$ cat config.mk
export PLATFORM = sky130hd
export DESIGN_NAME = fetch_unit
export DESIGN_NICKNAME = d
export VERILOG_FILES = /design/src/rtl/fetch_unit.sv
export SDC_FILE = /design/constraint.sdc
export NUM_CORES = 1
export LEC_CHECK = 0
export ABC_AREA = 1
export CORE_ASPECT_RATIO = 1.25
export CORE_UTILIZATION = 44
export DETAILED_ROUTE_END_ITERATION = 16
export GPL_ROUTABILITY_DRIVEN = 0
export PLACE_DENSITY = 0.83
export SLEW_MARGIN = 15
export SYNTH_ARGS = -nofsm -noshare
export SYNTH_HDL_FRONTEND = slang
export SYNTH_SLANG_ARGS = --single-unit
$ cat constraint.sdc
create_clock -name clk -period 2.7 [get_ports clk]
set_input_delay 0.27 -clock clk [delete_from_list [all_inputs] [get_ports clk]]
set_output_delay 0.27 -clock clk [all_outputs]
set_load 0.01 [all_outputs]
$ cat src/rtl/fetch_unit.sv
// Instruction prefetch into a 2-entry queue; optional ack timeout under `FETCH_TIMEOUT_EN.
// Latency: request issued the edge after IDLE, data visible on ir the edge after mem_ack.
// Backpressure: issue stalls while the queue is full, a flush is pending or fetch_err is set.
module fetch_unit #(
  parameter int SIZE    = 32,
  parameter int TIMEOUT = 16
) (
  input  logic            clk,
  input  logic            rst,
  input  logic [SIZE-1:0] pc,
  output logic            pc_inc,
  input  logic            flush,
  output logic            mem_req,
  output logic [SIZE-1:0] mem_addr,
  input  logic            mem_ack,
  input  logic [SIZE-1:0] mem_data,
  output logic [SIZE-1:0] ir,
  output logic            ir_valid,
  input  logic            ir_ready,
  output logic            fetch_err
);

  typedef enum logic [1:0] {IDLE, BUSY, DRAIN} state_t;

  state_t          state;
  logic [SIZE-1:0] q0;
  logic [SIZE-1:0] q1;
  logic [1:0]      count;
  logic            push;
  logic            pop;
  logic            issue;
  logic            to_hit;

  assign ir       = q0;
  assign ir_valid = (count != 2'd0);
  assign pop      = ir_valid && ir_ready;
  assign push     = (state == BUSY) && mem_ack && !flush;
  assign pc_inc   = push;
  assign issue    = (state == IDLE) && (count < 2'd2) && !flush && !fetch_err;

`ifdef FETCH_TIMEOUT_EN
  localparam int CW = $clog2(TIMEOUT + 1);

  logic [CW-1:0] to_cnt;

  assign to_hit = (state != IDLE) && !mem_ack && (to_cnt == CW'(TIMEOUT - 1));

  always_ff @(posedge clk or posedge rst) begin
    if (rst) begin
      to_cnt    <= '0;
      fetch_err <= 1'b0;
    end else begin
      if (state == IDLE || mem_ack || to_hit)
        to_cnt <= '0;
      else
        to_cnt <= to_cnt + CW'(1);
      if (flush)
        fetch_err <= 1'b0;
      else if (to_hit)
        fetch_err <= 1'b1;
    end
  end
`else
  assign to_hit    = 1'b0;
  assign fetch_err = 1'b0;
`endif

  always_ff @(posedge clk or posedge rst) begin
    if (rst) begin
      state    <= IDLE;
      mem_req  <= 1'b0;
      mem_addr <= '0;
    end else begin
      case (state)
        IDLE: begin
          if (issue) begin
            state    <= BUSY;
            mem_req  <= 1'b1;
            mem_addr <= pc;
          end
        end
        BUSY: begin
          if (mem_ack || to_hit) begin
            state   <= IDLE;
            mem_req <= 1'b0;
          end else if (flush) begin
            state <= DRAIN;
          end
        end
        DRAIN: begin
          // Data for a flushed request is dropped; only the ack releases the bus.
          if (mem_ack || to_hit) begin
            state   <= IDLE;
            mem_req <= 1'b0;
          end
        end
        default: begin
          state   <= IDLE;
          mem_req <= 1'b0;
        end
      endcase
    end
  end

  // Head always lives in q0 so ir needs no read mux.
  always_ff @(posedge clk or posedge rst) begin
    if (rst) begin
      q0    <= '0;
      q1    <= '0;
      count <= 2'd0;
    end else if (flush) begin
      count <= 2'd0;
    end else begin
      case ({push, pop})
        2'b10: begin
          if (count == 2'd0)
            q0 <= mem_data;
          else
            q1 <= mem_data;
          count <= count + 2'd1;
        end
        2'b01: begin
          q0    <= q1;
          count <= count - 2'd1;
        end
        2'b11: begin
          if (count == 2'd1) begin
            q0 <= mem_data;
          end else begin
            q0 <= q1;
            q1 <= mem_data;
          end
        end
        default: ;
      endcase
    end
  end

endmodule

==> impl_metrics.tcl <==
set metrics [dict create \
    outcome "finished, final reports clean" \
    endpoint_kind "output pin" \
    syn_area_per_cell_um2 7.26 \
    drtIter0Drc 300 \
    seq_area_frac_synth_pct 48.9 \
    combPwrFrac_pct 45.0 \
    worstPathCellList "inv_1 -> ha_1 -> nand2_2 -> nor2_8 -> clkdlybuf4s50_1" \
    insertion_delay_ns 0.35 \
    drt-total-wl_mm 13.1 \
    cts_setup_buffers 0 \
    cts-root-buf "clkbuf_16" \
    layout_setup_ws_ns 0.284 \
    drive_gt1_share_pct 4.92 \
    hold_violations 0 \
    critPathMaxFanout 16 \
    rsz0062_at_grt "no" \
    num_rows 43 \
    min_path_type "input pin to asynchronous set/reset pin" \
    boundaryPins 137 \
    track_usage_pct 22.7 \
    hold_ws_ns 0.282 \
    antenna_found_initial 0 \
    cap_violations 0 \
    swShare_pct 38.1 \
    drv_slew 0 \
    cp.arrival_ns 2.15 \
    antenna_left 0 \
    dpl.hpwl_mm 8.51 \
    synth_area_leaders "dfrtp_1 (49%), nand2_1 (27%), nand3_1 (9.8%), inv_1 (3.1%), buf_2 (2.4%)" \
    crit_path_start_kind "register" \
    antenna_cells 0 \
    powerDensity_nw_per_um2 1060 \
    switchingPower_uw 2800 \
    overflow 0 \
    vias_per_cell 5.05 \
    slowest_stage "clkdlybuf4s50_1" \
    grt_max_degree 63 \
    synth_nets 786 \
    power_leakage_uw 0.00358 \
    start_util_pct 45.9 \
    cts_tree "built" \
    die_width_um 98.9 \
    grt_pass1_wl_mm 21.8 \
    clock_sinks 101 \
    slowest_delay_ns 0.61 \
    dp_cells 952 \
    wl_per_cell_um 13.5 \
    fill_cells 956 \
    fin_crit_ns 2.42 \
    finalSetupViolations 0 \
    dp_worst_setup_slack_ns 0.484 \
    fin_crit_sh_pct 89.5 \
    ys_seq_elements 101 \
    clock_path_buffers 2 \
    dr_total_vias 4891 \
    synth_top_cell_area_share_pct 48.9 \
    crit_type "register to output pin" \
    max_freq_ghz 0.414 \
    synth_cells 711 \
    final_util_pct 61.5 \
    tightest_slew_ns 0.904 \
    p_int_uw 4550 \
    synthesis.area_um2 5160 \
    nets 903 \
    seqPwrFrac_pct 35.8 \
    clkPwrFrac_pct 19.2 \
    core_um2 11200 \
    grt_pass1_vias 4665 \
    fp.dieArea_um2 12200 \
    clkTransAtPathRegs_ns 0.07 \
    cts_buffers 9 \
    stdcell_count 968 \
    postCtsHoldBufs 0 \
    skew_ns 0.00338 \
    synth_top_area_cell "dfrtp_1" \
    fin_setup_tns_ns 0 \
    synthDistinctLibCells 21 \
    slew_headroom_pct 39.7 \
    die_y_um 123 \
    drc 0 \
    syn_to_final_growth_pct 33.9 \
    portBuffers 135 \
    ir_drop_uv 572 \
    cp.required_ns 2.43 \
    cts_resized 0 \
    firstDrtPassIters 7 \
    cts_max_level 3 \
    yosysWarnings 0 \
]
cells in the final DEF (no fill, tap or decap):
cell type,instances
o21ai_1,22
inv_1,42
nand3_4,1
clkinvlp_4,3
nor2_1,1
nand3_1,101
o21ai_2,1
nand3_2,1
buf_12,1
clkdlybuf4s50_1,135
buf_4,12
nand2_2,2
nand2_1,369
bufinv_16,2
nand4_1,1
dfrtp_1,101
clkbuf_16,9
ha_1,6
inv_2,3
o211ai_4,1
conb_1,1
o21ai_0,13
nor2_4,1
inv_6,2
nor2_8,1
clkinv_2,1
cell families (layout without fill, tap and decap cells):
logic type | after synthesis | count (layout) | share of synthesized area, %
simple gates | 478 | 478 | 38.0
flops | 101 | 101 | 48.9
buf+inv | 88 | 210 | 7.51
compound gates | 37 | 37 | 3.97
fa+ha+maj | 6 | 6 | 1.45
other cells | 1 | 1 | 0.0726
power groups by stage:
stage | combinational (uW) | clock [uW] | sequential (uW)
final | 3310 | 1410 | 2630
after floorplan | 1720 | 0 | 2790
after global placement | 3240 | 0 | 2640
after global routing | 3700 | 1510 | 2720
after CTS | 3350 | 1430 | 2630
after detailed placement | 3330 | 0 | 2630
area by class of cell:
type,count,area [um2],area share (%)
flip-flops and latches,101,2530,36.6
clock buffers,9,225,3.26
clock inverters,7,97.6,1.41
multi-input cells,522,2260,32.6
repair buffers,148,1460,21.1
well taps,135,169,2.44
inverters,46,176,2.55
final timing paths:
path / start / endpoint / depth (start not counted) / slack, ns
setup / recovery: state[1] / pc_inc / 5 / 0.28
hold / removal: rst / mem_addr[6] / 2 / 0.28
setup reg to reg: state[1] / ir[26] / 9 / 0.51
hold reg to reg: ir[4] / ir[4] / 2 / 0.48
max in group asynchronous: rst / ir[1] / 3 / 1.74
min in group clk: pc[14] / mem_addr[14] / 3 / 0.45
per-layer routing:
| layer | GRT usage [%] | wire length [um] | vias to the layer above |
|---|---|---|---|
| met5 | 0 | 0 | - |
| li1 | - | - | 2441 |
| met1 | 26.8 | 5270 | 2237 |
| met4 | 7.37 | 226 | 0 |
| met2 | 39.3 | 6480 | 190 |
| met3 | 7.41 | 1140 | 23 |
sequential cells by signal, indices dropped and copies added, names as in the netlist:
register and count:
count 2, ir 32, mem_addr 32, mem_req 1, q1 32, state 2
worst max-delay path, delay by kind of cell (launching register included):
| kind | cells | cell delay, ns |
|---|---|---|
| fa+ha+maj | 1 | 0.28 |
| simple gates | 2 | 0.38 |
| buf+inv | 2 | 0.72 |
| flops | 1 | 0.40 |
per-stage QoR:
stage	cell area (um2)	power, uW
after floorplan	5170	4520
final	6910	7360
after detailed placement	6590	5960
after global routing	6910	7930
after global placement	6590	5870
after CTS	6910	7410
synth_stat cells (all sizes together):
| master | instances |
|---|---|
| buf | 29 |
| clkbuf | 13 |
| conb | 1 |
| dfrtp | 101 |
| ha | 6 |
| inv | 46 |
| nand2 | 371 |
| nand3 | 103 |
| nand4 | 1 |
| nor2 | 3 |
| o211ai | 1 |
| o21ai | 36 |
(Power assumes the default switching activity.)
